==> config.mk <==
export PLATFORM = sky130hd
export DESIGN_NAME = parking_slot_allocator
export DESIGN_NICKNAME = d
export VERILOG_FILES = /design/src/rtl/parking_slot_allocator.sv
export SDC_FILE = /design/constraint.sdc
export NUM_CORES = 1
export LEC_CHECK = 0
export CAP_MARGIN = 20
export CORE_ASPECT_RATIO = 1.75
export CORE_MARGIN = 5
export CORE_UTILIZATION = 53
export DETAILED_ROUTE_END_ITERATION = 16
export GPL_TIMING_DRIVEN = 0
export PLACE_DENSITY_LB_ADDON = 0.15
export SYNTH_ARGS = -nofsm -noshare
export SYNTH_HDL_FRONTEND = slang
export SYNTH_SLANG_ARGS = --single-unit
==> constraint.sdc <==
create_clock -name clk -period 6.7 [get_ports clk]
set_input_delay 1.34 -clock clk [delete_from_list [all_inputs] [get_ports clk]]
set_output_delay 1.34 -clock clk [all_outputs]
set_load 0.02 [all_outputs]
==> src/rtl/parking_slot_allocator.sv <==
// parking_slot_allocator: two-gate round-robin slot allocator with EV-charger reservation and occupancy tracking.
module parking_slot_allocator #(
    parameter int                   NUM_SLOTS    = 16,
    parameter int                   SLOT_W       = 4,
    parameter logic [NUM_SLOTS-1:0] CHARGER_MASK = 16'hF000
) (
    input  logic                 clk,
    input  logic                 rst,
    input  logic                 g0_req,
    input  logic                 g0_charge,
    input  logic                 g1_req,
    input  logic                 g1_charge,
    input  logic                 exit_valid,
    input  logic [SLOT_W-1:0]    exit_slot,
    output logic                 g0_grant,
    output logic                 g1_grant,
    output logic                 deny,
    output logic [1:0]           deny_code,
    output logic                 resp_gate,
    output logic [SLOT_W-1:0]    grant_slot,
    output logic                 exit_err,
    output logic [NUM_SLOTS-1:0] occupied,
    output logic [SLOT_W:0]      free_count,
    output logic                 lot_full
);
    typedef enum logic [1:0] {IDLE, SEARCH, RESP, WAIT_DROP} state_t;
    state_t state, state_next;
    logic sel_gate, sel_charge, rr_last, pick, served_req;
    logic cand_ok, s_ok, granting, refusing, exit_hit;
    logic [SLOT_W-1:0] cand_slot, s_slot, ch_idx, nc_idx;
    logic [1:0] cand_code, s_code;
    logic ch_found, nc_found;
    logic [NUM_SLOTS-1:0] free_slots, ch_free, nc_free, exit_mask, grant_mask, occ_next;
    logic [SLOT_W:0] free_next;

    assign pick       = (g0_req && g1_req) ? ~rr_last : g1_req;
    assign served_req = sel_gate ? g1_req : g0_req;
    assign free_slots = ~occupied;
    assign ch_free    = free_slots & CHARGER_MASK;
    assign nc_free    = free_slots & ~CHARGER_MASK;

    // Descending scan so the lowest free index is the one left standing.
    always_comb begin
        ch_found = 1'b0;
        ch_idx   = '0;
        nc_found = 1'b0;
        nc_idx   = '0;
        for (int i = NUM_SLOTS - 1; i >= 0; i--) begin
            if (ch_free[i]) begin
                ch_found = 1'b1;
                ch_idx   = SLOT_W'(i);
            end
            if (nc_free[i]) begin
                nc_found = 1'b1;
                nc_idx   = SLOT_W'(i);
            end
        end
    end

    assign s_ok   = sel_charge ? ch_found : (nc_found || ch_found);
    assign s_slot = (sel_charge || !nc_found) ? ch_idx : nc_idx;
    assign s_code = (free_slots == '0) ? 2'b01 : 2'b10;

    always_comb begin
        state_next = state;
        unique case (state)
            IDLE:      state_next = (g0_req || g1_req) ? SEARCH : IDLE;
            SEARCH:    state_next = RESP;
            RESP:      state_next = WAIT_DROP;
            WAIT_DROP: state_next = served_req ? WAIT_DROP : IDLE;
        endcase
    end

    always_ff @(posedge clk) begin
        if (rst) state <= IDLE;
        else     state <= state_next;
    end

    // A grant and an exit on the same slot: exit is judged on the old map, grant wins.
    assign granting   = (state == RESP) && cand_ok;
    assign refusing   = (state == RESP) && !cand_ok;
    assign exit_hit   = exit_valid && occupied[exit_slot];
    assign exit_mask  = exit_hit ? (NUM_SLOTS'(1) << exit_slot) : '0;
    assign grant_mask = granting ? (NUM_SLOTS'(1) << cand_slot) : '0;
    assign occ_next   = (occupied & ~exit_mask) | grant_mask;

    always_comb begin
        free_next = (SLOT_W + 1)'(NUM_SLOTS);
        for (int i = 0; i < NUM_SLOTS; i++) free_next = free_next - (SLOT_W + 1)'(occ_next[i]);
    end

    always_ff @(posedge clk) begin
        if (rst) begin
            occupied   <= '0;
            free_count <= (SLOT_W + 1)'(NUM_SLOTS);
            lot_full   <= 1'b0;
            exit_err   <= 1'b0;
            g0_grant   <= 1'b0;
            g1_grant   <= 1'b0;
            deny       <= 1'b0;
            deny_code  <= '0;
            resp_gate  <= 1'b0;
            grant_slot <= '0;
            rr_last    <= 1'b1;
            sel_gate   <= 1'b0;
            sel_charge <= 1'b0;
            cand_ok    <= 1'b0;
            cand_slot  <= '0;
            cand_code  <= '0;
        end else begin
            occupied   <= occ_next;
            free_count <= free_next;
            lot_full   <= (free_next == '0);
            exit_err   <= exit_valid && !occupied[exit_slot];
            g0_grant   <= granting && !sel_gate;
            g1_grant   <= granting && sel_gate;
            deny       <= refusing;
            deny_code  <= refusing ? cand_code : '0;
            resp_gate  <= (state == RESP) ? sel_gate : 1'b0;
            grant_slot <= granting ? cand_slot : '0;
            if (state == RESP) rr_last <= sel_gate;
            if (state == IDLE) begin
                sel_gate   <= pick;
                sel_charge <= pick ? g1_charge : g0_charge;
            end
            if (state == SEARCH) begin
                cand_ok   <= s_ok;
                cand_slot <= s_slot;
                cand_code <= s_code;
            end
        end
    end
endmodule
# --- Word-level counts from Yosys, hierarchy flattened ---
# Index checks and enable logic that the tools add are counted.
word_totals:
  reg_bits: 45
  input_bits: 11
  out_inout_bits: 33
  word_cells: 112
op_classes:
  n_addsub: 16
  n_lt_le_gt_ge: 1
  n_eq_ne: 3
  shifts: 2
  n_mux: 45
  bitwise: 8
  n_reduce_logical: 20
op_table:
  columns: ["op", "count"]
  rows:
  - ["$sub A5 B1 Y5", 15]
  - ["$mux W4", 17]
  - ["$mux W16", 2]
  - ["$not A16 Y16", 2]
  - ["$shl A1 B4 Y16 const A", 2]
  - ["$mux W1", 22]
  - ["$and A16 B16 Y16", 1]
  - ["$logic_not A16 Y1", 1]
  - ["$or A16 B16 Y16", 1]
  - ["$pmux W2 S4", 1]
  - ["$logic_and A1 B1 Y1", 7]
  - ["$reduce_or A2 Y1", 3]
  - ["$logic_not A5 Y1", 1]
  - ["$lt A4 B5 Y1 const B", 1]
  - ["$sub A5 B1 Y5 const A", 1]
  - ["$bmux W1 S4", 1]
  - ["$eq A2 B2 Y1 const B", 2]
  - ["$logic_not A1 Y1", 4]
  - ["$mux W2", 2]
  - ["$not A1 Y1", 4]
  - ["$logic_or A1 B1 Y1", 3]
  - ["$eq A2 B1 Y1 const B", 1]
  - ["$logic_not A2 Y1", 1]

# --- Logic depth before layout (Yosys ltp) ---
depth:
  depth_word: 24
  depth_mapped: 22
  mapped_depth_nobuf: 20

# --- Worst setup path before layout ---
# Ideal clock, no wire load.
synth_timing:
  kind: "input-to-reg"
  start: "input exit_slot[0]"
  end: "register lot_full"
  t_arrival_ns: 6.051
  t_required_ns: 6.608
  path_slack_ns: 0.557
  path_stages: 22
  path_cell_list: "buf_6 > clkbuf_1 > nor2_1 > a21oi_1 > nand2_1 > o31ai_1 > nand2_1 > fa_1 > inv_1 > ha_1 > fa_1 > inv_1 > fa_1 > fa_1 > inv_1 > fa_1 > ha_1 > inv_1 > fa_1 > xor2_1 > nand2b_1 > nor4_1"
synth_between:
  elab_chain_len: 24
synth_lines:
  columns: ["item", "line_no", "text"]
  rows:
  - ["start: declaration", "14", "input logic [SLOT_W-1:0] exit_slot,"]
  - ["$bmux W1 S4", "82", "assign exit_hit = exit_valid && occupied[exit_slot];"]
  - ["$mux W1 (implied by the code)", "82", null]
  - ["$logic_and A1 B1 Y1", "82", null]
  - ["$mux W16 *", "83", "assign exit_mask = exit_hit ? (NUM_SLOTS'(1) << exit_slot) : '0;"]
  - ["$not A16 Y16 *", "85", "assign occ_next = (occupied & ~exit_mask) | grant_mask;"]
  - ["$and A16 B16 Y16 *", "85", null]
  - ["$or A16 B16 Y16 *", "85", null]
  - ["net occ_next[0]", "33", "logic [NUM_SLOTS-1:0] free_slots, ch_free, nc_free, exit_mask, grant_mask, occ_next;"]
  - ["$sub A5 B1 Y5 * (16 in a row)", "89", "for (int i = 0; i < NUM_SLOTS; i++) free_next = free_next - (SLOT_W + 1)'(occ_next[i]);"]
  - ["$logic_not A5 Y1 *", "113", "lot_full <= (free_next == '0);"]
  - ["end signal: assignment", "113", null]
  - ["end: declaration", "24", "output logic lot_full"]
# Mark *: on every way through the listed nets, which the timed path passes. The rest lies on a longest branch. The select of a mux whose other input is x is not followed.
# A chain may end at the register's enable or synchronous reset.

# --- Final worst setup path ---
layout_timing:
  start: "input exit_valid"
  end: "register lot_full"
layout_lines:
  columns: ["item", "line_no", "text"]
  rows:
  - ["start: declaration", "13", "input logic exit_valid,"]
  - ["$logic_and A1 B1 Y1", "82", null]
  - ["$mux W16", "83", null]
  - ["$not A16 Y16", "85", null]
  - ["$and A16 B16 Y16", "85", null]
  - ["$or A16 B16 Y16", "85", null]
  - ["net occ_next[1]", "33", null]
  - ["$sub A5 B1 Y5 (15 in a row)", "89", null]
  - ["$logic_not A5 Y1", "113", null]
# The timed path passes the listed nets, and every way through them passes these cells.

==> metrics.csv <==
stage,metric,value,unit
status,status,completed,
global_route,grt_max_degree,16,
final_layout,stdcell_count,378,
placement,dp_cells,370,
clock_network,cts_sinks,45,
critical_path,crit_path_frequent_cell,fa_1,
final_layout,utilization,66.7,%
critical_path,cp_top_family,adder cells,
critical_path,cp_max_fo,4,
clock_network,numCtsBuffers,5,
die,start_util,53.9,%
global_route,grt_pass1_vias,2218,
critical_path,crit_chain,clkdlybuf4s50_1 -> nor2b_4 -> nor4bb_2 -> o22ai_2 -> fa_1 -> inv_1 -> ha_1 -> fa_1 -> inv_1 -> fa_1 -> fa_1 -> inv_1 -> fa_1 -> ha_1 -> inv_1 -> fa_1 -> xor2_1 -> nand2b_1 -> nor4_2,
placement,port_buffers,40,
placement,gp_congestion,0.935,
die,core,4620,sq um
critical_path,reg2reg_to,lot_full,
sta,fin_ws,0.267,ns
die,die_x,61.8,um
final_layout,fin_nets,358,
global_route,track_usage,22.9,%
final_layout,drive_above_1_share,8.28,%
run,max_cap_violations,0,
die,die_area,6230,sq um
critical_path,crit_start,exit_valid,
min_path,min_path_type,register to register,
clock_network,clk_path_buf_depth,2,
die,io-pin-count,44,
sta,finalCriticalPeriod,6.43,ns
yosys,ys_async_sr_fraction,0,%
critical_path,worstSetupEndpointType,register,
yosys,mappedNetlistArea,2490,sq um
final_layout,syn2layout_area_growth,23.8,%
yosys,ys.flop_type,dfxtp_1,
detailed_routing,drc,0,
die,rows,33,
detailed_routing,dr.first_iter.drc_count,112,
clock_network,cts_tree,done,
sta,tightest_slew,0.580,ns
yosys,syn-num-nets,311,
critical_path,worst-path-buf-inv,5,
critical_path,critPathMaxStageDelay,0.58,ns
yosys,yosys_register_bits,45,
sta,hold_viol_final,0,
yosys,syn_avg_cell_area,8.96,sq um
clock_network,ctsHoldBuffers,0,
yosys,synthCells,278,
critical_path,reg2regPathDepth,18,
critical_path,crit_type,input pin to register,
critical_path,regToRegStartpoint,cand_slot[1],
critical_path,r2r_setup_slack,1.25,ns
global_route,antenna_found_initial,0,
yosys,yosysWarnings,0,
sta,period_share,96.0,%
placement,place_area,2960,sq um
detailed_routing,wl,6.44,mm
yosys,synth_edf_count,0,
power,power.leakage,1.14,nW
clock_network,path_clk_slew,0.09,ns
yosys,synthDistinctLibCells,52,
global_route,grt-ovfl-total,0,
sta,setup_viol,0,
final_layout,stdcell_area,3080,sq um
detailed_routing,wl_per_cell,17.0,um
critical_path,worst-path-stages,19,
final_layout,nFillCells,392,
critical_path,slowest_stage,clkdlybuf4s50_1,
critical_path,required,6.91,ns
sta,maxSlewHeadroom,61.3,%
detailed_routing,avgViaCountPerCell,5.83,
power,ir_drop,0.190,mV
clock_network,htreeDepth,2,
sta,fin_skew,0.00735,ns
placement,dp_worst_setup_slack,-0.268,ns
sta,finalSetupTns,0,ns
detailed_routing,vias,2204,
critical_path,startpoint_type,input pin,
power,power,593,uW
final_layout,diodes,0,
clock_network,cts-root-buf,clkbuf_8,
detailed_routing,dr.pass1.iters,4,
sta,fin_hold_ws,0.453,ns
clock_network,clk_latency,0.31,ns
sta,fmax,0.155,GHz
placement,place_hpwl,5.02,mm
power,power.density,192,nW/um^2
die,die_h,101,um
min_path,whs_path_depth,2,
critical_path,cp_data_arrival_time,6.64,ns
global_route,grt_pass1_wl,10.5,mm
yosys,yosysSeqAreaShare,36.2,%
sta,slew_viol_final,0,
detailed_routing,ant_nets,0,
critical_path,cp-endpoint,lot_full,
==> synthesized netlist by cell type (2+ instances only) <==
master     number  area [sq um]
dfxtp_1        45           901
nand2_1        31           116
nor2_1         31           116
inv_1          22          82.6
nor2b_1        16           100
a21oi_1        11          55.1
fa_1           11           220
ha_1           11           138
nor3_1          9          45.0
and2_1          8          50.1
nand2b_1        8          50.1
clkbuf_1        6          22.5
nand4_1         5          31.3
nand3_1         4          20.0
o2111ai_1       4          35.0
o21ai_0         4          20.0
a311oi_1        3          26.3
buf_1           3          11.3
mux2i_1         3          30.0
mux4_2          3          67.6
a211oi_1        2          15.0
a21o_1          2          15.0
a32oi_1         2          17.5
nand4b_1        2          17.5
nor3b_1         2          15.0
nor4_1          2          12.5
o211ai_1        2          15.0
o221ai_1        2          17.5
==> layer usage <==
layer	GRT usage (%)	wire length (um)
met1	25.2	2290
met2	40.0	3570
met3	3.85	317
met4	11.6	266
met5	0	0
==> state kept, by name, indices dropped and copies added, names as in the netlist <==
signal and flops:
cand_code 2, cand_ok 1, cand_slot 4, deny 1, deny_code 2, exit_err 1
free_count 5, g0_grant 1, g1_grant 1, grant_slot 4, lot_full 1, occupied 16
resp_gate 1, rr_last 1, sel_charge 1, sel_gate 1, state 2
==> worst register-to-register path, stage by stage, from the launching register on <==
cell      delay, ns
dfxtp_1        0.34
clkbuf_1       0.46
nand2b_1       0.32
nor4_1         0.10
a21oi_1        0.24
fa_1           0.46
ha_1           0.22
fa_1           0.50
inv_1          0.06
fa_1           0.44
fa_1           0.51
inv_1          0.06
fa_1           0.52
ha_1           0.15
inv_1          0.05
fa_1           0.39
xor2_1         0.17
nand2b_1       0.11
nor4_2         0.26
==> what timing repair did <==
action,in CTS,in global routing
endpoints found under the setup margin,0,1
setup buffers,0,0
gates resized for setup,0,8
hold endpoints to repair,0,0
==> logic make-up (layout without fill, tap and decap cells) <==
kind of cell | after synthesis | in the layout | share of synthesized area [%]
AOI/OAI and AO/OA | 43 | 43 | 13.0
xor gates and xnor gates | 1 | 1 | 0.352
adders and majority gates | 22 | 22 | 14.4
buffers and inverters | 33 | 81 | 5.32
DFF | 45 | 45 | 36.2
muxes | 6 | 6 | 3.92
and+or+nand+nor | 128 | 128 | 26.9
==> power by group <==
group	internal (mW)	switching, mW
logic	0.0530	0.0707
registers	0.283	0.0128
clock network	0.0741	0.0994
==> cell usage in the layout (no fill, tap or decap), types with 4 or more instances in the layout <==
master and instances:
ha_1 11, a21oi_1 10, nor3_1 9, fa_1 11, clkbuf_1 6, o2111ai_1 4, nand3_1 4, clkbuf_8 5
nand4_1 5, dfxtp_1 45, nor2b_1 15, clkdlybuf4s50_1 39, inv_1 22, nand2_1 31, nand2b_1 8, and2_1 8
o21ai_0 4, nor2_1 31
==> area by class of cell <==
cell class                 count  area, sq um  share of cell area, %
buffer                        11         50.0                   1.62
clock buffer                   5         68.8                   2.23
clock inverter                 3         21.3                  0.690
inverter                      22         82.6                   2.68
multi-input combinational    200         1490                   48.4
sequential                    45          901                   29.2
tap                           52         65.1                   2.11
timing repair buffer          40          403                   13.1
==> worst min path at each step <==
stage,endpoint,from,slack [ns]
floorplan,deny_code[0],cand_code[0],0.43
finish,cand_code[0],cand_code[0],0.45
detailed placement,cand_code[0],cand_code[0],0.44
global route,cand_code[0],cand_code[0],0.48
global placement,deny_code[0],cand_code[0],0.43
CTS,cand_code[0],cand_code[0],0.46
No activity file was read; power rests on OpenSTA's default activity.
